`src/rtl/msk_g16inv_seq.sv`:
```
// Masked GF(16) inverter sequencer: y = x^14 over d shares, 0 -> 0.
// The squarings x^2, x^4, x^8 are taken share by share. The two products
// x^2*x^4 and x^6*x^8 are formed by an external 1-cycle masked multiplier
// gadget, which this block drives and reads back.
// All outputs come straight from flops, so the gadget operands are glitch-free.
// Optional build macro: MSKG16INV_CLEAR_EN clears every data register on the
// output handshake, so no stale shares survive into the next inversion.

`ifndef DEFAULTSHARES
`define DEFAULTSHARES 2
`endif

module msk_g16inv_seq #(
    parameter int unsigned d = `DEFAULTSHARES
) (
    input  logic         clk,
    input  logic         rst_n,
    input  logic         in_valid,
    output logic         in_ready,
    input  logic [d-1:0] in_x0,
    input  logic [d-1:0] in_x1,
    input  logic [d-1:0] in_x2,
    input  logic [d-1:0] in_x3,
    output logic [d-1:0] mul_a0,
    output logic [d-1:0] mul_a1,
    output logic [d-1:0] mul_a2,
    output logic [d-1:0] mul_a3,
    output logic [d-1:0] mul_b0,
    output logic [d-1:0] mul_b1,
    output logic [d-1:0] mul_b2,
    output logic [d-1:0] mul_b3,
    output logic [d-1:0] mul_a0_prev,
    output logic [d-1:0] mul_a1_prev,
    output logic [d-1:0] mul_a2_prev,
    output logic [d-1:0] mul_a3_prev,
    input  logic [d-1:0] mul_p0,
    input  logic [d-1:0] mul_p1,
    input  logic [d-1:0] mul_p2,
    input  logic [d-1:0] mul_p3,
    output logic         rnd_req,
    output logic         out_valid,
    input  logic         out_ready,
    output logic [d-1:0] out_y0,
    output logic [d-1:0] out_y1,
    output logic [d-1:0] out_y2,
    output logic [d-1:0] out_y3
);

    // One bit-sliced GF(16) sharing: element [k] holds bit k of every share.
    typedef logic [3:0][d-1:0] sh_t;

    typedef enum logic [2:0] {
        S_IDLE  = 3'd0,
        S_MUL1  = 3'd1,
        S_MUL1W = 3'd2,
        S_MUL2  = 3'd3,
        S_MUL2W = 3'd4,
        S_DONE  = 3'd5
    } state_t;

    // Frobenius map mod x^4+x+1; bitwise ops keep every share separate.
    function automatic sh_t sq(input sh_t s);
        sh_t c;
        c[0] = s[0] ^ s[2];
        c[1] = s[2];
        c[2] = s[1] ^ s[3];
        c[3] = s[3];
        return c;
    endfunction

    state_t state_q, state_d;
    sh_t    x2_q, x2_d;
    sh_t    x4_q, x4_d;
    sh_t    x8_q, x8_d;
    sh_t    y_q, y_d;
    sh_t    r_q, r_d;
    sh_t    mula_q, mula_d;
    sh_t    mulb_q, mulb_d;
    sh_t    aprev_q;
    logic   rnd_q, rnd_d;
    logic   ov_q, ov_d;
    logic   ir_q, ir_d;

    sh_t    x_in, p_in;
    sh_t    sq1, sq2, sq3;

    // Gather the bit-sliced ports into sharings.
    assign x_in = {in_x3, in_x2, in_x1, in_x0};
    assign p_in = {mul_p3, mul_p2, mul_p1, mul_p0};

    // Share-wise power chain of the incoming sharing.
    assign sq1 = sq(x_in);
    assign sq2 = sq(sq1);
    assign sq3 = sq(sq2);

    // Next-state, next-data and next-output decode.
    always_comb begin
        state_d = state_q;
        x2_d    = x2_q;
        x4_d    = x4_q;
        x8_d    = x8_q;
        y_d     = y_q;
        r_d     = r_q;
        mula_d  = '0;
        mulb_d  = '0;
        rnd_d   = 1'b0;

        unique case (state_q)
            S_IDLE: begin
                if (in_valid) begin
                    x2_d    = sq1;
                    x4_d    = sq2;
                    x8_d    = sq3;
                    mula_d  = sq1;
                    mulb_d  = sq2;
                    rnd_d   = 1'b1;
                    state_d = S_MUL1;
                end
            end
            S_MUL1: begin
                state_d = S_MUL1W;
            end
            S_MUL1W: begin
                y_d     = p_in;
                mula_d  = p_in;
                mulb_d  = x8_q;
                rnd_d   = 1'b1;
                state_d = S_MUL2;
            end
            S_MUL2: begin
                state_d = S_MUL2W;
            end
            S_MUL2W: begin
                r_d     = p_in;
                state_d = S_DONE;
            end
            S_DONE: begin
                if (out_ready) begin
                    state_d = S_IDLE;
`ifdef MSKG16INV_CLEAR_EN
                    x2_d = '0;
                    x4_d = '0;
                    x8_d = '0;
                    y_d  = '0;
                    r_d  = '0;
`endif
                end
            end
            default: begin
                state_d = S_IDLE;
            end
        endcase

        ir_d = (state_d == S_IDLE);
        ov_d = (state_d == S_DONE);
    end

    // State, data and output registers; reset aborts any inversion in flight.
    always_ff @(posedge clk or negedge rst_n) begin
        if (!rst_n) begin
            state_q <= S_IDLE;
            x2_q    <= '0;
            x4_q    <= '0;
            x8_q    <= '0;
            y_q     <= '0;
            r_q     <= '0;
            mula_q  <= '0;
            mulb_q  <= '0;
            aprev_q <= '0;
            rnd_q   <= 1'b0;
            ov_q    <= 1'b0;
            ir_q    <= 1'b1;
        end else begin
            state_q <= state_d;
            x2_q    <= x2_d;
            x4_q    <= x4_d;
            x8_q    <= x8_d;
            y_q     <= y_d;
            r_q     <= r_d;
            mula_q  <= mula_d;
            mulb_q  <= mulb_d;
            aprev_q <= mula_q;
            rnd_q   <= rnd_d;
            ov_q    <= ov_d;
            ir_q    <= ir_d;
        end
    end

    // Scatter the registered sharings onto the bit-sliced ports.
    assign in_ready    = ir_q;
    assign out_valid   = ov_q;
    assign rnd_req     = rnd_q;

    assign mul_a0      = mula_q[0];
    assign mul_a1      = mula_q[1];
    assign mul_a2      = mula_q[2];
    assign mul_a3      = mula_q[3];
    assign mul_b0      = mulb_q[0];
    assign mul_b1      = mulb_q[1];
    assign mul_b2      = mulb_q[2];
    assign mul_b3      = mulb_q[3];
    assign mul_a0_prev = aprev_q[0];
    assign mul_a1_prev = aprev_q[1];
    assign mul_a2_prev = aprev_q[2];
    assign mul_a3_prev = aprev_q[3];
    assign out_y0      = r_q[0];
    assign out_y1      = r_q[1];
    assign out_y2      = r_q[2];
    assign out_y3      = r_q[3];

endmodule

```
`config.mk`:
```
export PLATFORM = sky130hd
export DESIGN_NAME = msk_g16inv_seq
export DESIGN_NICKNAME = d
export VERILOG_FILES = /design/src/rtl/msk_g16inv_seq.sv
export SDC_FILE = /design/constraint.sdc
export NUM_CORES = 1
export LEC_CHECK = 0
export ABC_AREA = 1
export CELL_PAD_IN_SITES_DETAIL_PLACEMENT = 1
export CELL_PAD_IN_SITES_GLOBAL_PLACEMENT = 1
export CORE_UTILIZATION = 41
export CTS_CLUSTER_SIZE = 20
export DETAILED_ROUTE_END_ITERATION = 16
export DONT_BUFFER_PORTS = 1
export PLACE_DENSITY = 0.79
export SLEW_MARGIN = 10
export SYNTH_ARGS = -nofsm -noshare
export SYNTH_HDL_FRONTEND = slang
export SYNTH_SLANG_ARGS = --single-unit
export TNS_END_PERCENT = 1
```
`constraint.sdc`:
```
create_clock -name clk -period 1.2 [get_ports clk]
set_input_delay 0.18 -clock clk [delete_from_list [all_inputs] [get_ports clk]]
set_output_delay 0.18 -clock clk [all_outputs]
set_load 0.05 [all_outputs]
```
==> results of run 1 <==
## repair_timing
action	4_1_cts	5_1_grt
cloned	0	1
setup buffers	3	3
setup endpoints to repair	16	25
gates resized for setup	5	4
hold endpoints to repair	46	46
pin swaps	2	3
## how the worst max path moves through the flow
stage                         startpoint             endpoint  depth (start not counted)
floorplan           state_q[2]$_DFF_PN0_  x8_q[1]$_DFFE_PN0P_                          6
global placement    state_q[2]$_DFF_PN0_   in_ready$_DFF_PN1_                          6
detailed placement  state_q[0]$_DFF_PN0_  x8_q[1]$_DFFE_PN0P_                          6
CTS                 state_q[0]$_DFF_PN0_  x8_q[1]$_DFFE_PN0P_                          6
global route        state_q[0]$_DFF_PN0_  x8_q[7]$_DFFE_PN0P_                          5
finish              state_q[0]$_DFF_PN0_  x8_q[7]$_DFFE_PN0P_                          5
## cell type report
type	instances	area (um^2)	area share
Sequential cell	46	1150	0.558
Multi-Input combinational cell	104	536	0.259
Inverter	28	110	0.0533
Timing Repair Buffer	12	93.8	0.0454
Clock buffer	6	72.6	0.0351
Tap cell	50	62.6	0.0303
Clock inverter	2	37.5	0.0182
## flip-flops by register name (all words and copies together) (netlist names), 2 cells and up
signal       cells
state_q          3
out_y2           2
mul_a2           2
mul_b3           2
out_y1           2
mul_b1           2
mul_a0           2
mul_b0           2
out_y0           2
mul_a2_prev      2
mul_a3_prev      2
mul_a1_prev      2
x8_q             8
mul_a1           2
out_y3           2
mul_a3           2
mul_b2           2
mul_a0_prev      2
## synth_stat cells, types with 2 or more instances
cell type	n	area [um^2]
nand2_1	52	195
dfrtp_1	45	1130
inv_1	26	97.6
o21ai_0	20	100
nand3_1	8	40.0
o21ai_1	4	20.0
o22ai_1	4	25.0
buf_6	3	33.8
nand2_4	2	22.5
nand3_4	2	35.0
nor2_1	2	7.51
xnor2_1	2	17.5
## placed cells by master, fill, tap and decap left out, types with 2 or more instances in the layout
cell type and instances:
a21oi_2 2, buf_4 11, clkbuf_8 5, dfrtp_1 44, inv_1 25, inv_4 2
nand2_1 52, nand2_2 2, nand2_4 2, nand3_1 8, nand3_4 2, nor2_4 2
o21ai_0 19, o21ai_1 4, o22ai_1 4, xnor2_1 2
## worst reg2reg max path: stages, from the launching register on
cell     delay, ns
dfrtp_2       0.46
nor2_4        0.13
nand3_4       0.16
inv_4         0.16
nand2_1       0.13
o21ai_0       0.13
## power by group through the flow
stage               logic [mW]  registers (mW)  clock network, mW
detailed placement        1.23            4.16                  0
finish                    1.43            4.15               1.13
CTS                       1.32            4.15               1.15
global route              1.63            4.23               1.21
global placement          1.13            4.13                  0
floorplan                0.917            4.07                  0
## per-stage QoR
step / hold slack [ns] / setup TNS, ns / area [um^2]
3_3_place_gp: -0.115 / 0 / 1880
6_report: -0.431 / -0.169 / 2070
5_1_grt: -0.448 / -1.21 / 2070
3_5_place_dp: -0.115 / -0.129 / 1880
2_1_floorplan: -0.116 / 0 / 1810
4_1_cts: -0.440 / -0.0251 / 2030
## layer usage
layer	wire, um	global-route usage
met5	0	0
met4	55	0.0833
met2	1890	0.310
met1	1790	0.245
met3	315	0.0633
## logic make-up after synthesis
kind of cell,synth area share
DFF,0.637
xor gates and xnor gates,0.00969
and+or+nand+nor,0.187
buffers and inverters,0.0782
AOI/OAI and AO/OA,0.0879
==> results.tsv, run 1 <==
stage	metric	value	unit
status	outcome	finished with violations	
status	failing checks	hold timing, setup timing	
timing	Max-slew headroom	0.668	
clocking	clock tree buffer depth	2	
power_and_ir_drop	P_int	3.34	mW
synth	Post-Synthesis Net Count	200	
die	Initial Util	0.439	
power_and_ir_drop	P_sw	3.36	mW
global_route	GRT Total Usage	0.196	
timing	Tightest Pin Transition	0.499	ns
place	placed cells	233	
synth	cell count after synthesis	180	
setup_path	Critical R2R Capture	x8_q[7]$_DFFE_PN0P_	
clocking	H-Tree Depth	2	
die	# rows	23	
cells_and_area	fill count	461	
routing	via count	1239	
routing	Initial DRC Count	48	
clocking	Root Buffer	clkbuf_8	
synth	most used flip-flop cell after synthesis	dfrtp_1	
timing	fmax	788	MHz
place	DP HPWL	2.92	mm
setup_path	Worst EP arrival	1.47	ns
routing	post-route ant nets	0	
setup_path	Critical Path Fanout Max	10	
setup_path	CP top delay family	flip-flops	
setup_path	Critical Path, Cell by Cell	nor2_4, nand3_4, inv_4, nand2_1, o21ai_0	
power_and_ir_drop	part of the power in registers	0.618	
setup_path	worst r2r src	state_q[0]$_DFF_PN0_	
setup_path	CP Data Required Time	1.40	ns
timing	Final min period	1.27	ns
die	Die X-Extent	68.4	um
die	core area	4120	um^2
job	Max-Cap Viols	0	
global_route	number of global-route vias before repair	1344	
cells_and_area	Diodes inserted	0	
power_and_ir_drop	Clock Power Share	0.168	
timing	min setup slack post-route	-0.0685	ns
setup_path	crit path buf inv count	1	
place	port buffer count	0	
place	GPL Wtd Cong	0.781	
timing	final setup skew	0.00196	ns
die	die area	4680	um^2
die	IO Pins	55	
clocking	CTS Sinks	46	
global_route	total congestion overflow	0	
global_route	initial antenna violation count	0	
place	Place WS	-0.0598	ns
setup_path	cells on worst reg2reg path	5	
global_route	largest net degree at the start of global routing	47	
timing	final setup fails	6	
timing	Slew Limit Fails	0	
timing	Final period util	1.06	
synth	number of flops mapped to enable cells by yosys	0	
power_and_ir_drop	sw frac	0.501	
synth	library cells used by synthesis	22	
synth	register area share after synthesis	0.637	
cells_and_area	Final Util	0.502	
setup_path	CP Capture Type	register	
timing	Fin Hold WS	-0.431	ns
clocking	cts bufs inserted	5	
routing	Post-route DRC	0	
routing	Routed WL	4.05	mm
synth	Synth warnings	0	
synth	synthesized area	1810	um^2
power_and_ir_drop	Comb power frac	0.214	
setup_path	element type at the critical path start	register	
synth	fraction of registers with async set/reset	1.00	
timing	Final Hold Viols	46	
cells_and_area	fraction of layout cells with a size suffix above 1	0.182	
routing	vias per cell	5.00	
clocking	TritonCTS clock tree	yes	
routing	routed len/inst	16.3	um
cells_and_area	Area Growth Syn to Fin	14.3	%
clocking	clock latency on the worst-skew pair	0.30	ns
power_and_ir_drop	PD cells	3250	nW/um^2
routing	first-pass detailed-route iteration total	4	
die	chip height	68.4	um
cells_and_area	Cell Count, Final, Fillers Out	248	
setup_path	worst reg-to-reg setup slack	-0.07	ns
timing	RSZ-0062 raised after global routing	true	
synth	#FFs+latches synth	46	
cells_and_area	final net count	217	
setup_path	CP Class	register to register	
min_path	Hold Crit Class	primary input to asynchronous set/reset pin	
power_and_ir_drop	VDD IR-drop max	0.888	mV
power_and_ir_drop	total power	6.71	mW
synth	Avg Inst Size Synth	10.0	um^2
power_and_ir_drop	Leak Pwr	1.10	nW
setup_path	slowest CP cell	dfrtp_2	
setup_path	Slowest Stage Delay on Critical Path	0.46	ns
global_route	first-pass GRT wire length	6.49	mm
clocking	Clk pin slew, worst setup/hold paths	0.08	ns
Note: power is estimated with default switching activity, not from simulation.
==> run 2, diff against run 1 <==
Settings changed: CORE_MARGIN set to 8.
==> results.tsv, run 2 (same netlist as run 1, synthesis figures left out) <==
stage	metric	value	unit	change
clocking	CTS Sinks	46		unchanged
global_route	GRT Total Usage	0.143		-0.0531
setup_path	cells on worst reg2reg path	5		unchanged
timing	fmax	818	MHz	+3.8%
status	failing checks	hold timing, setup timing		
die	chip height	82.4	um	+20%
cells_and_area	Diodes inserted	0		unchanged
timing	final setup fails	2		-4
place	Placed Area	1910	um^2	+1.6%
setup_path	CP Class	register to register		
global_route	number of global-route vias before repair	1417		+5.4%
routing	via count	1319		+6.5%
clocking	clock tree buffer depth	2		unchanged
power_and_ir_drop	Leak Pwr	1.13	nW	+2.5%
global_route	initial antenna violation count	0		unchanged
global_route	total congestion overflow	0		unchanged
cells_and_area	final net count	219		+0.92%
timing	RSZ-0062 raised after global routing	true		
timing	Final period util	1.02		-0.0383
setup_path	Critical Path, Cell by Cell	nor2_4, buf_4, nand3_4, buf_4, o22ai_1		
routing	first-pass detailed-route iteration total	4		unchanged
routing	post-route ant nets	0		unchanged
die	IO Pins	55		unchanged
routing	vias per cell	5.23		+4.8%
timing	Max-slew headroom	0.670		+0.00222
job	Max-Cap Viols	0		unchanged
setup_path	CP top delay family	flip-flops		
setup_path	worst reg-to-reg setup slack	-0.02	ns	+0.05 ns
timing	final setup skew	0.00355	ns	+0.00159 ns
setup_path	Critical Path Fanout Max	4		-6
setup_path	critical path depth	5		unchanged
clocking	cts bufs inserted	5		unchanged
cells_and_area	commonest cells after routing, fill and taps aside	nand2_1 (51), dfrtp_1 (44), inv_1 (25), o21ai_0 (19), buf_4 (12)		
power_and_ir_drop	PD cells	3280	nW/um^2	+1.1%
die	# rows	24		+4.3%
setup_path	Worst EP arrival	1.44	ns	-0.03 ns
routing	Routed WL	4.98	mm	+23%
cells_and_area	Cell Count, Final, Fillers Out	252		+1.6%
timing	Final Hold Viols	46		unchanged
die	Initial Util	0.421		-0.0183
setup_path	most frequent CP cell	buf_4		
place	GPL Wtd Cong	0.751		-3.8%
place	DP HPWL	3.20	mm	+9.6%
timing	Slew Limit Fails	0		unchanged
setup_path	element type at the critical path start	register		
setup_path	CP Data Required Time	1.41	ns	about the same
min_path	Hold Crit Class	primary input to asynchronous set/reset pin		
place	Place WS	-0.0741	ns	-0.0143 ns
die	core area	4290	um^2	+4.3%
cells_and_area	Final Cell Area	2130	um^2	+3.3%
routing	routed len/inst	19.8	um	+21%
routing	Initial DRC Count	61		+27%
setup_path	crit path buf inv count	2		+1
timing	Final min period	1.22	ns	-0.0459 ns
setup_path	CP startpoint	state_q[0]$_DFF_PN0_		
power_and_ir_drop	total power	7.01	mW	+4.5%
setup_path	Slowest Stage Delay on Critical Path	0.45	ns	about the same
clocking	H-Tree Depth	2		unchanged
routing	Post-route DRC	0		unchanged
place	placed cells	237		+1.7%
cells_and_area	fraction of layout cells with a size suffix above 1	0.200		+0.0182
cells_and_area	Area Growth Syn to Fin	18.1	%	
cells_and_area	Final Util	0.497		-0.00489
clocking	clock latency on the worst-skew pair	0.30	ns	about the same
cells_and_area	commonest non-fill, non-tap cell in the layout	nand2_1		
global_route	largest net degree at the start of global routing	47		unchanged
cells_and_area	Top Registers	x8_q: 8 flops, state_q: 3 flops		
setup_path	Worst Setup EP	mul_a0[0]$_DFF_PN0_		
clocking	Clk pin slew, worst setup/hold paths	0.08	ns	about the same
cells_and_area	max FFs per register	8		unchanged
timing	min setup slack post-route	-0.0226	ns	+0.0459 ns
cells_and_area	Top reg by flops	x8_q		
clocking	TritonCTS clock tree	yes		
timing	Tightest Pin Transition	0.495	ns	-0.00333 ns
setup_path	Critical R2R Capture	mul_a0[0]$_DFF_PN0_		
clocking	Root Buffer	clkbuf_8		
status	outcome	finished with violations		
setup_path	CP Capture Type	register		
setup_path	slowest CP cell	dfrtp_2		
place	port buffer count	0		unchanged
setup_path	worst r2r src	state_q[0]$_DFF_PN0_		
die	die area	6790	um^2	+45%
die	Die X-Extent	82.4	um	+20%
cells_and_area	fill count	498		+8.0%
global_route	first-pass GRT wire length	7.25	mm	+12%
power_and_ir_drop	VDD IR-drop max	0.826	mV	-7.0%
timing	Fin Hold WS	-0.434	ns	-0.00223 ns
run 2: cell count changes in the layout (fill, tap and decap cells not counted), sizes merged:
| cell | change |
|---|---|
| nand3 | +1 |
| buf | +2 |
| nand2 | -1 |
run 2: routing by layer:
layer / up-vias / GRT usage / routed length (um)
met5: - / 0 / 0
met4: 0 / 0.0561 / 135
met3: 12 / 0.0509 / 460
met2: 56 / 0.255 / 2610
met1: 652 / 0.150 / 1780
li1: 599 / - / -
run 2: metrics by stage:
step	hold slack (ns)	TNS, ns
3_3_place_gp	-0.114	0
6_report	-0.434	-0.0388
3_5_place_dp	-0.114	-0.226
2_1_floorplan	-0.116	0
4_1_cts	-0.439	-0.0125
5_1_grt	-0.450	-0.573
run 2: how the worst min path moves through the flow:
stage                from                       end  cells after the start
floorplan           rst_n       mul_a0[0]$_DFF_PN0_                      0
global placement    rst_n  mul_a3_prev[0]$_DFF_PN0_                      0
detailed placement  rst_n     out_y3[0]$_DFFE_PN0P_                      0
CTS                 rst_n     out_y3[0]$_DFFE_PN0P_                      0
global route        rst_n       mul_b3[0]$_DFF_PN0_                      0
finish              rst_n       mul_a1[0]$_DFF_PN0_                      0
run 2: timing repair:
| item | CTS | global route |
|---|---|---|
| endpoints found under the hold margin | 46 | 46 |
| resized for setup | 5 | 9 |
| pin swaps | 2 | 3 |
| gates cloned | 0 | 1 |
| endpoints found under the setup margin | 23 | 25 |
| setup buffers | 2 | 4 |
run 2: report_power, final:
group          switching [mW]  internal [mW]
logic                    1.15          0.689
registers                1.87           2.17
clock network           0.501          0.621
run 2: final cells by class:
cell class                 instances  area [um^2]  area share
sequential                        46         1150       0.540
multi-input combinational        104          574       0.269
timing repair buffer              14          121      0.0569
inverter                          28          110      0.0516
clock buffer                       6         72.6      0.0340
tap                               52         65.1      0.0305
clock inverter                     2         37.5      0.0176
==> run 3, diff against run 2 <==
Settings changed: SKIP_LAST_GASP set to 1.
==> results.tsv, run 3 (same netlist as run 1, synthesis figures left out) <==
stage	metric	value	unit	change
place	GPL Wtd Cong	0.751		unchanged
setup_path	element type at the critical path start	register		
timing	final setup skew	0.00242	ns	-0.00113 ns
cells_and_area	commonest non-fill, non-tap cell in the layout	nand2_1		
cells_and_area	Top reg by flops	x8_q		
global_route	met3 usage	0.0509		unchanged
die	Die X-Extent	82.4	um	unchanged
clocking	clock tree buffer depth	2		unchanged
routing	post-route ant nets	0		unchanged
setup_path	CP Data Required Time	1.42	ns	about the same
global_route	initial antenna violation count	0		unchanged
timing	Final Hold Viols	46		unchanged
power_and_ir_drop	Comb power frac	0.262		about the same
timing	Max-slew headroom	0.669		-0.000878
timing	Final min period	1.30	ns	+0.0774 ns
routing	Initial DRC Count	56		-8.2%
power_and_ir_drop	PD cells	3300	nW/um^2	+0.43%
die	Initial Util	0.421		unchanged
routing	Routed WL	4.98	mm	unchanged
routing	routed len/inst	19.8	um	unchanged
cells_and_area	Cell Count, Final, Fillers Out	252		unchanged
global_route	number of global-route vias before repair	1415		-0.14%
setup_path	worst reg-to-reg setup slack	-0.10	ns	-0.08 ns
setup_path	CP Class	register to register		
place	placed cells	237		unchanged
cells_and_area	register area	1150	um^2	unchanged
setup_path	worst r2r src	state_q[2]$_DFF_PN0_		
place	DP HPWL	3.20	mm	unchanged
min_path	Hold Crit Class	primary input to asynchronous set/reset pin		
global_route	GR peak layer	met2		
setup_path	Critical Path Fanout Max	2		-2
timing	final setup fails	3		+1
power_and_ir_drop	part of the power in registers	0.578		about the same
cells_and_area	max FFs per register	8		unchanged
place	Placed Area	1910	um^2	unchanged
timing	min setup slack post-route	-0.100	ns	-0.0774 ns
routing	via count	1318		-0.076%
cells_and_area	Multi-input gate area	562	um^2	-2.2%
global_route	met2 usage in global routing	0.255		unchanged
global_route	total congestion overflow	0		unchanged
power_and_ir_drop	P_sw	3.53	mW	about the same
die	# rows	24		unchanged
status	failing checks	hold timing, setup timing		
clocking	TritonCTS clock tree	yes		
status	outcome	finished with violations		
die	chip height	82.4	um	unchanged
clocking	clock latency on the worst-skew pair	0.29	ns	about the same
setup_path	Critical R2R Capture	in_ready$_DFF_PN1_		
global_route	met1 usage in global routing	0.150		unchanged
routing	first-pass detailed-route iteration total	4		unchanged
cells_and_area	final net count	219		unchanged
setup_path	cells on worst reg2reg path	6		+1
global_route	largest net degree at the start of global routing	47		unchanged
cells_and_area	fill count	495		-0.60%
power_and_ir_drop	P_int	3.46	mW	-0.49%
clocking	cts bufs inserted	5		unchanged
die	core area	4290	um^2	unchanged
global_route	first-pass GRT wire length	7.25	mm	unchanged
clocking	H-Tree Depth	2		unchanged
routing	Post-route DRC	0		unchanged
global_route	GRT Total Usage	0.143		unchanged
timing	Slew Limit Fails	0		unchanged
cells_and_area	Final Cell Area	2120	um^2	-0.70%
place	port buffer count	0		unchanged
cells_and_area	Diodes inserted	0		unchanged
routing	vias per cell	5.23		about the same
cells_and_area	Top Registers	x8_q: 8 flops, state_q: 3 flops		
timing	RSZ-0062 raised after global routing	true		
power_and_ir_drop	Leak Pwr	1.12	nW	-0.39%
power_and_ir_drop	Clock Power Share	0.159		about the same
die	IO Pins	55		unchanged
power_and_ir_drop	sw frac	0.505		+0.00104
cells_and_area	fraction of layout cells with a size suffix above 1	0.190		-0.0100
setup_path	CP Capture Type	register		
power_and_ir_drop	VDD IR-drop max	0.833	mV	+0.87%
timing	Setup TNS	-0.120	ns	-0.0807 ns
timing	Tightest Pin Transition	0.497	ns	+0.00132 ns
clocking	CTS Sinks	46		unchanged
power_and_ir_drop	total power	6.99	mW	-0.28%
job	Max-Cap Viols	0		unchanged
die	die area	6790	um^2	unchanged
clocking	Clk pin slew, worst setup/hold paths	0.08	ns	about the same
timing	fmax	769	MHz	-6.0%
timing	Final period util	1.08		+0.0645
timing	Fin Hold WS	-0.429	ns	+0.00425 ns
setup_path	Worst EP arrival	1.52	ns	+0.08 ns
cells_and_area	commonest cells after routing, fill and taps aside	nand2_1 (51), dfrtp_1 (44), inv_1 (25), o21ai_0 (20), buf_4 (12)		
cells_and_area	Area Growth Syn to Fin	17.2	%	
clocking	Root Buffer	clkbuf_8		
-- run 3: final cells by class --
class	count	area share
flip-flops and latches	46	0.544
multi-input cells	104	0.265
repair buffers	14	0.0573
inverters	28	0.0508
clock buffers	6	0.0342
well taps	52	0.0307
clock inverters	2	0.0177
-- run 3: layer usage --
metal / wire length (um) / share of wire
met2: 2600 / 0.52
met5: 0 / 0
met4: 124 / 0.025
met1: 1770 / 0.36
met3: 487 / 0.098
-- run 3: worst max path at each step --
stage,end,cells after the start,startpoint
final,in_ready$_DFF_PN1_,6,state_q[2]$_DFF_PN0_
after global routing,in_ready$_DFF_PN1_,6,state_q[2]$_DFF_PN0_
after CTS,in_ready$_DFF_PN1_,7,state_q[2]$_DFF_PN0_
after detailed placement,in_ready$_DFF_PN1_,6,state_q[1]$_DFF_PN0_
after global placement,in_ready$_DFF_PN1_,6,state_q[1]$_DFF_PN0_
after floorplan,x8_q[1]$_DFFE_PN0P_,6,state_q[2]$_DFF_PN0_
-- run 3: power by group through the flow --
stage	sequential [mW]	combinational [mW]	clock, mW
finish	4.04	1.83	1.11
global route	4.11	2.01	1.21
detailed placement	4.07	1.43	0
global placement	4.04	1.35	0
CTS	4.06	1.56	1.14
floorplan	4.07	0.917	0
-- run 3: through the flow --
| stage | utilization | setup WS (ns) | hold WS [ns] |
|---|---|---|---|
| 6_report | 0.494 | -0.100 | -0.429 |
| 5_1_grt | 0.494 | -0.165 | -0.452 |
| 4_1_cts | 0.478 | -0.0163 | -0.439 |
| 3_5_place_dp | 0.445 | -0.0741 | -0.114 |
| 3_3_place_gp | 0.445 | 0.00661 | -0.114 |
| 2_1_floorplan | - | 0.0427 | -0.116 |
-- run 3: what timing repair did --
item | in CTS | in global routing
endpoints found under the hold margin | 46 | 46
pin swaps | 1 | 3
gates resized for setup | 5 | 5
cloned | 0 | 1
endpoints found under the setup margin | 23 | 25
setup buffers | 2 | 4
-- run 3: worst max-delay path: stages (launching register included) --
cell	delay, ns
dfrtp_1	0.44
nor2_4	0.06
buf_4	0.15
buf_4	0.13
nand2_1	0.07
nand4_1	0.18
nor2_1	0.20
